## src/rtl/mem_port_arbiter.sv

```systemverilog
// Data-cache port arbiter: each cycle picks the load stream or the committed-store drain
// and registers the winner onto the MEM-stage request bus.
module mem_port_arbiter #(
  parameter int unsigned STARVE_LIMIT = 4
) (
  input  logic        CLK,
  input  logic        RESET,
  input  logic        STALL,
  input  logic        FLUSH,
  input  logic        mem_miss_halt,
  input  logic        ld_req,
  input  logic [31:0] ld_addr,
  input  logic [31:0] ld_tag,
  input  logic [5:0]  ld_regmap,
  output logic        ld_grant,
  input  logic        st_req,
  input  logic [31:0] st_addr,
  input  logic [31:0] st_data,
  input  logic [31:0] st_tag,
  input  logic        st_urgent,
  output logic        st_grant,
  output logic        mem_valid,
  output logic        mem_we,
  output logic [31:0] mem_addr,
  output logic [31:0] mem_wdata,
  output logic [31:0] mem_tag,
  output logic [5:0]  mem_regmap,
  output logic [1:0]  arb_state
);

  typedef enum logic [1:0] {
    StIdle      = 2'd0,
    StMissWait  = 2'd1,
    StFlushDrop = 2'd2
  } state_e;

  localparam logic [3:0] LoseLimit = 4'(STARVE_LIMIT);
  localparam logic [3:0] LoseMax   = 4'hF;

  state_e      r_state;
  state_e      w_state_next;
  logic [3:0]  r_ld_lose;
  logic [3:0]  r_st_lose;
  logic [3:0]  w_ld_lose_next;
  logic [3:0]  w_st_lose_next;
  logic        r_rr_last;
  logic        w_rr_last_next;

  logic        r_mem_valid;
  logic        r_mem_we;
  logic [31:0] r_mem_addr;
  logic [31:0] r_mem_wdata;
  logic [31:0] r_mem_tag;
  logic [5:0]  r_mem_regmap;

  logic        w_port_open;
  logic        w_ld_elig;
  logic        w_st_elig;
  logic        w_hazard;
  logic        w_pick_store;

  // Winner selection; w_pick_store only matters when both sides are eligible.
  always_comb begin
    w_port_open = RESET && !STALL && !mem_miss_halt && (r_state == StIdle);
    w_ld_elig   = w_port_open && ld_req && !FLUSH;
    w_st_elig   = w_port_open && st_req;
    w_hazard    = (ld_addr[31:2] == st_addr[31:2]);

    w_pick_store = 1'b0;
    if (w_hazard) begin
      w_pick_store = 1'b1;
    end else if (r_ld_lose == LoseLimit) begin
      w_pick_store = 1'b0;
    end else if (r_st_lose == LoseLimit) begin
      w_pick_store = 1'b1;
    end else if (st_urgent) begin
      w_pick_store = 1'b1;
    end else begin
      w_pick_store = !r_rr_last;
    end

    ld_grant = w_ld_elig && !(w_st_elig && w_pick_store);
    st_grant = w_st_elig && !(w_ld_elig && !w_pick_store);
  end

  // Lose counters and round-robin pointer; grants are already zero under STALL.
  always_comb begin
    w_ld_lose_next = r_ld_lose;
    w_st_lose_next = r_st_lose;
    w_rr_last_next = r_rr_last;

    if (ld_grant) begin
      w_ld_lose_next = 4'd0;
      if (st_req && (r_st_lose != LoseMax)) begin
        w_st_lose_next = r_st_lose + 4'd1;
      end
    end
    if (st_grant) begin
      w_st_lose_next = 4'd0;
      if (ld_req && (r_ld_lose != LoseMax)) begin
        w_ld_lose_next = r_ld_lose + 4'd1;
      end
    end
    if (ld_grant || st_grant) begin
      w_rr_last_next = st_grant;
    end
    if (FLUSH && !STALL) begin
      w_ld_lose_next = 4'd0;
    end
  end

  // FLUSH beats a simultaneous miss; FLUSH_DROP always lasts exactly one cycle.
  always_comb begin
    w_state_next = r_state;
    unique case (r_state)
      StIdle: begin
        if (!STALL) begin
          if (FLUSH) begin
            w_state_next = StFlushDrop;
          end else if (mem_miss_halt) begin
            w_state_next = StMissWait;
          end
        end
      end
      StMissWait: begin
        if (!STALL && !mem_miss_halt) begin
          w_state_next = StIdle;
        end
      end
      StFlushDrop: w_state_next = StIdle;
      default:     w_state_next = StIdle;
    endcase
  end

  always_ff @(posedge CLK) begin
    if (!RESET) begin
      r_state   <= StIdle;
      r_ld_lose <= 4'd0;
      r_st_lose <= 4'd0;
      r_rr_last <= 1'b1;
    end else begin
      r_state   <= w_state_next;
      r_ld_lose <= w_ld_lose_next;
      r_st_lose <= w_st_lose_next;
      r_rr_last <= w_rr_last_next;
    end
  end

  always_ff @(posedge CLK) begin
    if (!RESET) begin
      r_mem_valid  <= 1'b0;
      r_mem_we     <= 1'b0;
      r_mem_addr   <= 32'd0;
      r_mem_wdata  <= 32'd0;
      r_mem_tag    <= 32'd0;
      r_mem_regmap <= 6'd0;
    end else begin
      r_mem_valid  <= ld_grant || st_grant;
      r_mem_we     <= st_grant;
      r_mem_addr   <= st_grant ? st_addr : (ld_grant ? ld_addr : 32'd0);
      r_mem_wdata  <= st_grant ? st_data : 32'd0;
      r_mem_tag    <= st_grant ? st_tag : (ld_grant ? ld_tag : 32'd0);
      r_mem_regmap <= ld_grant ? ld_regmap : 6'd0;
    end
  end

  // A registered load is speculative: FLUSH kills it in the cycle it is presented.
  assign mem_valid  = r_mem_valid && !(FLUSH && !r_mem_we);
  assign mem_we     = r_mem_we;
  assign mem_addr   = r_mem_addr;
  assign mem_wdata  = r_mem_wdata;
  assign mem_tag    = r_mem_tag;
  assign mem_regmap = r_mem_regmap;
  assign arb_state  = r_state;

endmodule
```

## config.mk

```make
export PLATFORM = sky130hd
export DESIGN_NAME = mem_port_arbiter
export DESIGN_NICKNAME = d
export VERILOG_FILES = /design/src/rtl/mem_port_arbiter.sv
export SDC_FILE = /design/constraint.sdc
export NUM_CORES = 1
export LEC_CHECK = 0
export BUFFER_PORTS_ARGS = -buffer_cell sky130_fd_sc_hd__buf_4
export CORE_AREA = 2 2 110 112
export DETAILED_ROUTE_END_ITERATION = 10
export DIE_AREA = 0 0 112 114
export PLACE_DENSITY = 0.69
export SLEW_MARGIN = 20
export SYNTH_ARGS = -nofsm -noshare
export SYNTH_HDL_FRONTEND = slang
export SYNTH_SLANG_ARGS = --single-unit
```

## constraint.sdc

```tcl
create_clock -name CLK -period 6.46 [get_ports CLK]
set_input_delay 0.323 -clock CLK [delete_from_list [all_inputs] [get_ports CLK]]
set_output_delay 0.323 -clock CLK [all_outputs]
set_load 0.1 [all_outputs]
```

==> After elaboration in Yosys (flattened, before gate mapping) <==
Cells that the tools add are included.
W data, S select, Z words.
{ "totals": {"in_bits": 174, "regBits": 115} }
{ "classes": {"n_mux": 16, "n_reduce_logical": 33, "addsub": 2, "eq_ne": 9, "bitwise": 1} }
{ "ops": {"columns": ["op", "count"], "rows": [
  ["$mux W32", 4],
  ["$eq A30 B30 Y1", 1],
  ["$logic_and A1 B1 Y1", 16],
  ["$mux W4", 3],
  ["$logic_not A1 Y1", 9],
  ["$add A4 B1 Y4 const B", 2],
  ["$eq A4 B3 Y1 const B", 2],
  ["$mux W2", 4],
  ["$ne A4 B4 Y1 const B", 2],
  ["$reduce_and A2 Y1", 3],
  ["$mux W1", 4],
  ["$ne A2 B2 Y1 const B", 2],
  ["$pmux W2 S2", 1],
  ["$reduce_or A2 Y1", 2],
  ["$ne A3 B3 Y1 const B", 1],
  ["$reduce_and A3 Y1", 1],
  ["$eq A2 B1 Y1 const B", 1],
  ["$logic_not A2 Y1", 1],
  ["$logic_or A1 B1 Y1", 1],
  ["$not A1 Y1", 1]
]} }

==> Longest topological paths before layout <==
Gate-level depths: netlist of the first run.
{ "depth": {"word_depth": 11, "ltp_mapped": 10} }

==> Worst setup path before layout of the first run <==
Ideal clock, no wire load.
{ "synth_timing": {"kind": "reg-to-output", "from": "register r_mem_we, in the netlist mem_we", "to": "output port mem_valid", "path_buffers": 0, "path_slack_ns": 2.908, "arrival_time_ns": 3.229, "stages_incl_launch_ff": 3, "cell_sequence": "dfxtp_1 > inv_1 > a21boi_0"} }
{ "synth_via": {"elab_chain_len": 4} }
{ "synth_lines": {"columns": ["item", "line", "text"], "rows": [
  ["start: declaration", "50", "logic r_mem_we;"],
  ["start signal: assignment", "159", "r_mem_we <= st_grant;"],
  ["$logic_not A1 Y1", "168", "assign mem_valid = r_mem_valid && !(FLUSH && !r_mem_we);"],
  ["$logic_and A1 B1 Y1", "168", null],
  ["$logic_not A1 Y1", "168", null],
  ["$logic_and A1 B1 Y1", "168", null],
  ["end: declaration", "22", "output logic mem_valid,"]
]} }
Every way passes these cells.

==> Final worst setup path of the first run <==
{ "layout_timing": {"from": "register r_st_lose[0]", "to": "output port ld_grant"} }
{ "layout_via": {"elab_chain_len": 7} }
{ "layout_lines": {"columns": ["item", "line", "text"], "rows": [
  ["start: declaration", "43", "logic [3:0] r_st_lose;"],
  ["start signal: assignment", "144", "r_st_lose <= w_st_lose_next;"],
  ["$eq A4 B3 Y1", "74", "end else if (r_st_lose == LoseLimit) begin"],
  ["$mux W1", "74", null],
  ["$mux W1", "72", "end else if (r_ld_lose == LoseLimit) begin"],
  ["$mux W1", "70", "if (w_hazard) begin"],
  ["$logic_and A1 B1 Y1", "82", "ld_grant = w_ld_elig && !(w_st_elig && w_pick_store);"],
  ["$logic_not A1 Y1", "82", null],
  ["$logic_and A1 B1 Y1", "82", null],
  ["end: declaration", "15", "output logic ld_grant,"]
]} }
Every way passes these cells.

==> metrics.md, run 1 <==
| Metric | Value |
|---|---|
| Root Buffer | clkbuf_16 |
| Outcome | finished clean |
| Min cycle time layout | 3.37 ns |
| Reg clk slew, reported paths | 0.05 ns |
| Synth Area per Inst | 11.5 µm² |
| Congestion Overflow GR | 0 |
| DIE HEIGHT | 114 µm |
| Post-CTS setup buffers | 0 |
| Non-Filler Instances | 785 |
| Clock Latency Late Sink | 0.41 ns |
| Ys flop type | dfxtp_1 |
| Die width | 112 µm |
| Asr flop ratio synth | 0% |
| GRT Overall Usage | 19.9% |
| Initial DRC count | 250 |
| HP Class | input port to register |
| Max transition margin | 34.5% |
| Post-DP HPWL | 9910 µm |
| Ports | 282 |
| Max Cap Viol | 0 |
| P_leak | 3.27 nW |
| # fillers | 999 |
| Sequential-to-total area share from yosys stat | 58.1% |
| Peak supply drop | 0.210 mV |
| Setup_tns | 0 ns |
| Final Setup Violations | 0 |
| Post-Syn Nets | 521 |
| DRT antenna net count | 0 |
| Core ar. | 11700 µm² |
| CP Class | register to primary output |
| Leading area contributor after synthesis | dfxtp_1 |
| First-pass iteration count of the detailed router | 4 |
| Crit start category | register |
| PD cells | 285 nW/µm² |
| CP required | 6.14 ns |
| Site row count | 40 |
| Post-synth cell types | 39 |
| Clock Sinks | 115 |
| Layout net count | 803 |
| Die ar. | 12800 µm² |
| Largest net degree at the start of global routing | 88 |
| DRC viols | 0 |
| Largest cells by area after synthesis | dfxtp_1 (58%), a22o_1 (14%), xor2_1 (6.9%), and2_1 (6.0%), buf_2 (1.5%) |
| Drt wl/cell | 16.4 µm |
| Mapped Area | 3960 µm² |
| Htree depth | 4 |
| Crit share post-route | 52.1% |
| Share of cells above drive strength 1 | 49.8% |
| Final Hold Fails | 0 |
| Slew Limit Fails | 0 |
| Count of flip-flops with a built-in enable after synthesis | 0 |
| Via/cell ratio | 4.66 |
| WP data arrival | 3.04 ns |
| First-pass GRT wire length | 19400 µm |
| Initial Util | 33.8% |
| Placed cells | 753 |
| Clock skew | 0.00930 ns |
| Max Clk Rate | 0.297 GHz |
| Clock buffer depth | 2 |
| Warnings from Yosys | 0 |
| Worst-path fanout max | 36 |
| Hold Path Cell Cnt | 2 |
| CTS tree | built |
| Placer Congestion | 0.852 |
| Share of Yosys cell area claimed by the top area cell type | 58.1% |
| Via count | 3662 |
| Post-synth top cells | dfxtp_1 (115), a22o_1 (64), and2_1 (38), xor2_1 (31), buf_2 (12) |
| Post-Syn Instances | 343 |
| Crit. End Element | primary output |
| RSZ-0062 raised after global routing | no |
| WL final | 12900 µm |
| Hold buffers post-CTS | 0 |
| Vias in the first global route | 3600 |
| CTS-repair resized insts | 0 |
| R2R depth | 9 |
| Count leader, synth | dfxtp_1 |
| Tightest Pin Transition | 0.981 ns |
| Register bit total from synthesis | 115 |
| Layout area overhead | 71.3% |
| Total CTS buffers | 17 |
| Buffers on Ports | 281 |
| Initial antenna violation count | 0 |
| Antenna diode count | 0 |
-- final timing paths --
kind,startpoint,endpoint,slack (ns)
setup / recovery,r_st_lose[0],ld_grant,3.09
hold reg to reg,arb_state[1],arb_state[0],0.47
setup reg to reg,r_st_lose[0],r_ld_lose[1],3.34
hold / removal,st_data[23],mem_wdata[23],0.11
-- logic make-up after synthesis --
| group | after synthesis | synth area share, % |
|---|---|---|
| AO/OA/AOI/OAI | 82 | 17.8 |
| buffers and inverters | 29 | 3.57 |
| XOR/XNOR | 32 | 7.08 |
| AND/OR/NAND/NOR | 80 | 11.9 |
| multiplexers | 1 | 0.253 |
| flip-flops | 115 | 58.1 |
| adder cells (fa/ha/maj) | 4 | 1.26 |
-- power by group --
group          switching, mW  internal, mW  total [mW]
clock network          0.311         0.627       0.938
logic                  0.159         0.105       0.263
registers            0.00465         0.725       0.730
total                  0.474          1.46        1.93
-- routing by layer --
metal	track usage [%]	vias up	wire length [µm]
li1	-	1781	-
met1	22.8	1704	5110
met2	34.8	158	6680
met3	6.64	19	854
met4	7.40	0	211
met5	0	-	0
-- per-stage QoR --
step	worst slack, ns	util (%)	area [µm²]	power (mW)	hold WS [ns]
CTS	3.04	57.9	6780	1.95	0.0946
global placement	3.23	52.7	6170	1.00	0.442
detailed placement	3.15	52.7	6170	1.01	0.452
floorplan	2.91	-	3960	0.886	0.441
finish	3.09	57.9	6780	1.93	0.113
global route	2.83	57.9	6780	2.00	0.0907
-- worst max-delay path, cell delays in order (launching register included) --
cell      delay (ns)
dfxtp_1         0.38
inv_1           0.06
ha_1            0.19
and3_1          0.17
o32ai_1         0.30
o211ai_2        0.25
a21boi_4        0.83
buf_4           0.43
-- final cells by class --
type / count / area, µm² / area share (%)
clock buffer: 24 / 512 / 7.54
clock inverter: 8 / 96.3 / 1.42
inverter: 9 / 33.8 / 0.498
multi-input combinational: 199 / 1530 / 22.6
sequential: 115 / 2300 / 33.9
tap: 147 / 184 / 2.71
timing repair buffer: 283 / 2120 / 31.3
-- cell usage in the layout (no fill, tap or decap), types with 3 or more instances in the layout --
master,Yosys,routed
a21oi_1,5,5
a22o_1,64,64
a311o_1,3,3
and2_1,38,38
buf_4,2,283
clkbuf_16,0,17
clkbuf_8,0,6
clkinv_2,0,4
dfxtp_1,115,115
ha_1,4,4
inv_1,9,9
nand2_1,4,4
nand2b_1,3,3
nand3_1,5,5
nand4_1,5,5
nor2_1,8,8
nor4_1,7,7
xor2_1,31,31
-- state kept, by name, indices dropped and copies added, names as in the netlist, 2 cells and up --
signal / cells
mem_regmap: 6
mem_tag: 32
r_st_lose: 4
mem_addr: 32
arb_state: 2
mem_wdata: 32
r_ld_lose: 4
Power figures use the tool's default switching activity.
==> run 2, diff against run 1 <==
--- a/config.mk
+++ b/config.mk
@@ -9,7 +9,7 @@
 export CORE_AREA = 2 2 110 112
 export DETAILED_ROUTE_END_ITERATION = 10
 export DIE_AREA = 0 0 112 114
-export PLACE_DENSITY = 0.69
+export PLACE_DENSITY = 0.72
 export SLEW_MARGIN = 20
 export SYNTH_ARGS = -nofsm -noshare
 export SYNTH_HDL_FRONTEND = slang
==> constraint.sdc (replaced) <==
create_clock -name CLK -period 2.8 [get_ports CLK]
set_input_delay 0.14 -clock CLK [delete_from_list [all_inputs] [get_ports CLK]]
set_output_delay 0.14 -clock CLK [all_outputs]
set_load 0.1 [all_outputs]
==> run 2 against run 1 <==
Against the previous run:
- the flow now stops in clock tree synthesis
- synthesized cell count did not move
- area after synthesis did not move
==> metrics.md, run 2 <==
| Metric | Value |
|---|---|
| Clock buffer depth | 2 |
| DIE HEIGHT | 114 µm |
| Register bit total from synthesis | 115 |
| Initial Util | 33.8% |
| Post-synth cell types | 39 |
| Total CTS buffers | 17 |
| Halt point of the flow | clock tree synthesis |
| CTS-repair resized insts | 0 |
| Placer Congestion | 0.849 |
| Largest cells by area after synthesis | dfxtp_1 (58%), a22o_1 (14%), xor2_1 (6.9%), and2_1 (6.0%), buf_2 (1.5%) |
| Post-DP HPWL | 9430 µm |
| Asr flop ratio synth | 0% |
| Count leader, synth | dfxtp_1 |
| Ports | 282 |
| Post-synth top cells | dfxtp_1 (115), a22o_1 (64), and2_1 (38), xor2_1 (31), buf_2 (12) |
| Count of flip-flops with a built-in enable after synthesis | 0 |
| Clock Sinks | 115 |
| Die width | 112 µm |
| Error | [ERROR RSZ-0060] Max buffer count reached. |
| Htree depth | 4 |
| Warnings from Yosys | 0 |
| Site row count | 40 |
| Post-Syn Instances | 343 |
| Ys flop type | dfxtp_1 |
| Hold buffers post-CTS | 158 |
| Outcome | did not finish |
| Sequential-to-total area share from yosys stat | 58.1% |
| Leading area contributor after synthesis | dfxtp_1 |
| Synth Area per Inst | 11.5 µm² |
| Post-Syn Nets | 521 |
| Buffers on Ports | 281 |
| Root Buffer | clkbuf_16 |
| Share of Yosys cell area claimed by the top area cell type | 58.1% |
| Post-CTS setup buffers | 0 |
| Mapped Area | 3960 µm² |
-- run 2: cell families after synthesis --
logic type               count (synthesis)  share of synthesized area [%]
AO/OA/AOI/OAI                           82                           17.8
XOR/XNOR                                32                           7.08
adder cells (fa/ha/maj)                  4                           1.26
buffers and inverters                   29                           3.57
flip-flops                             115                           58.1
multiplexers                             1                          0.253
AND/OR/NAND/NOR                         80                           11.9
-- run 2: metrics by stage --
step	instance area, µm²	utilization, %	hold slack, ns	setup slack, ns	instances
after floorplan	3960	-	0.262	0.141	343
after global placement	6220	53.1	0.342	0.473	756
after detailed placement	6220	53.1	0.346	0.402	756
==> run 3, diff against run 2 <==
--- a/config.mk
+++ b/config.mk
@@ -6,10 +6,9 @@
 export NUM_CORES = 1
 export LEC_CHECK = 0
 export BUFFER_PORTS_ARGS = -buffer_cell sky130_fd_sc_hd__buf_4
-export CORE_AREA = 2 2 110 112
+export CORE_UTILIZATION = 35
 export DETAILED_ROUTE_END_ITERATION = 10
-export DIE_AREA = 0 0 112 114
-export PLACE_DENSITY = 0.72
+export PLACE_DENSITY_LB_ADDON = 0.15
 export SLEW_MARGIN = 20
 export SYNTH_ARGS = -nofsm -noshare
 export SYNTH_HDL_FRONTEND = slang
==> constraint.sdc (replaced) <==
create_clock -name CLK -period 3.6 [get_ports CLK]
set_input_delay 0.18 -clock CLK [delete_from_list [all_inputs] [get_ports CLK]]
set_output_delay 0.18 -clock CLK [all_outputs]
set_load 0.1 [all_outputs]
==> run 3 against run 2 <==
Against the previous run:
- the run now ends clean
==> metrics.md, run 3 (synthesis gave the netlist of run 1 again) <==
| Metric | Value |
|---|---|
| Slew Limit Fails | 0 |
| Root Buffer | clkbuf_16 |
| Placed cell area | 6180 µm² |
| WP data arrival | 3.58 ns |
| DR WL met2 | 7980 µm |
| Clock Latency Late Sink | 0.41 ns |
| Hold slack | 0.0133 ns |
| M1 WL | 5760 µm |
| Layout net count | 958 |
| HP Class | input port to register |
| Max Clk Rate | 0.309 GHz |
| Drt wl/cell | 16.6 µm |
| Setup ws final | 0.369 ns |
| Commonest non-fill, non-tap cell in the layout | buf_4 |
| Reg power frac | 36.0% |
| Initial DRC count | 119 |
| CP required | 3.95 ns |
| Comb power frac | 16.3% |
| P_leak | 4.06 nW |
| Die width | 108 µm |
| Clock buffer depth | 2 |
| DRT antenna net count | 0 |
| Worst-path fanout max | 68 |
| Final Setup Violations | 0 |
| Internal Power | 2.74 mW |
| WL final | 15500 µm |
| Via count | 4394 |
| PD cells | 437 nW/µm² |
| Via/cell ratio | 4.71 |
| Placement Setup Slack | 1.07 ns |
| Antenna diode count | 0 |
| Clock skew | 0.00679 ns |
| Commonest cells after routing, fill and taps aside | buf_4 (285), dlygate4sd3_1 (153), dfxtp_1 (115) |
| Min cycle time layout | 3.23 ns |
| Total CTS buffers | 17 |
| Final Hold Fails | 0 |
| CP Class | input port to register |
| Site row count | 38 |
| Htree depth | 4 |
| Sw frac | 24.6% |
| First-pass iteration count of the detailed router | 6 |
| Reg clk slew, reported paths | 0.05 ns |
| RSZ-0062 raised after global routing | no |
| Max Cap Viol | 0 |
| P_sw | 0.893 mW |
| DIE HEIGHT | 108 µm |
| Part of the power in the clock network | 47.7% |
| Initial antenna violation count | 0 |
| Largest net degree at the start of global routing | 69 |
| CTS tree | built |
| Clock Sinks | 115 |
| Crit share post-route | 89.8% |
| Peak supply drop | 0.353 mV |
| Detail Route met3 WL | 1050 µm |
| Tightest Pin Transition | 0.651 ns |
| Post-DP HPWL | 9190 µm |
| Core ar. | 10900 µm² |
| Die ar. | 11700 µm² |
| Placer Congestion | 0.785 |
| Share of cells above drive strength 1 | 40.2% |
| Setup_tns | 0 ns |
| # fillers | 701 |
| Tot Pwr | 3.63 mW |
| Crit start category | input port |
| GRT Overall Usage | 26.1% |
| Crit. End Element | register |
| First-pass GRT wire length | 22900 µm |
| Top Metal Used | met4 |
| Post-route cell area | 8320 µm² |
| DRC viols | 0 |
| Ports | 282 |
| Buffers on Ports | 281 |
| Post-CTS setup buffers | 0 |
| Outcome | finished clean |
| Congestion Overflow GR | 0 |
| Max transition margin | 56.6% |
| Initial Util | 36.2% |
| Layout area overhead | 110% |
| Vias in the first global route | 4565 |
-- run 3: metrics by stage --
step / std cells / util, %
2_1_floorplan: 343 / -
5_1_grt: 932 / 76.1
3_5_place_dp: 748 / 56.5
4_1_cts: 931 / 76.0
6_report: 932 / 76.1
3_3_place_gp: 748 / 56.5
-- run 3: cell type report --
cell class                      instances  area (µm²)  area share [%]
Clock buffer                           20         447            5.37
Clock inverter                         11         160            1.93
Inverter                                9        33.8           0.406
Multi-Input combinational cell        199        1530            18.4
Sequential cell                       115        2300            27.7
Tap cell                              140         175            2.11
Timing Repair Buffer                  438        3670            44.1
-- run 3: final timing paths --
kind	start	end	slack, ns	cells after the start
setup reg to reg	r_st_lose[0]	mem_addr[30]	0.68	9
hold reg to reg	arb_state[1]	arb_state[0]	0.45	1
setup / recovery	ld_addr[30]	mem_addr[30]	0.37	10
hold / removal	ld_tag[24]	mem_tag[24]	0.01	2
-- run 3: power by group through the flow --
stage                     combinational [mW]  clock (mW)  sequential [mW]
after global placement                 0.466           0             1.33
after CTS                              0.581        1.75             1.31
after floorplan                       0.0722           0             1.52
after global routing                   0.620        1.82             1.31
final                                  0.592        1.73             1.31
after detailed placement               0.471           0             1.33
-- run 3: metal layers --
layer	GRT usage, %	up-vias
met1	27.1	2048
met5	0	-
li1	-	2093
met4	14.0	0
met3	7.96	43
met2	47.0	210
-- run 3: worst max-delay path: stages --
cell and delay, ns:
dlygate4sd3_1 0.55, buf_4 0.15, xor2_1 0.15, nor4_1 0.38
nand4_1 0.20, o211ai_2 0.35, and2b_2 0.21, buf_4 0.53
a22o_1 0.29, dlygate4sd3_1 0.56
-- run 3: timing repair --
item	4_1_cts	5_1_grt
hold buffers	152	1
hold endpoints to repair	98	1
gates resized for setup	0	0
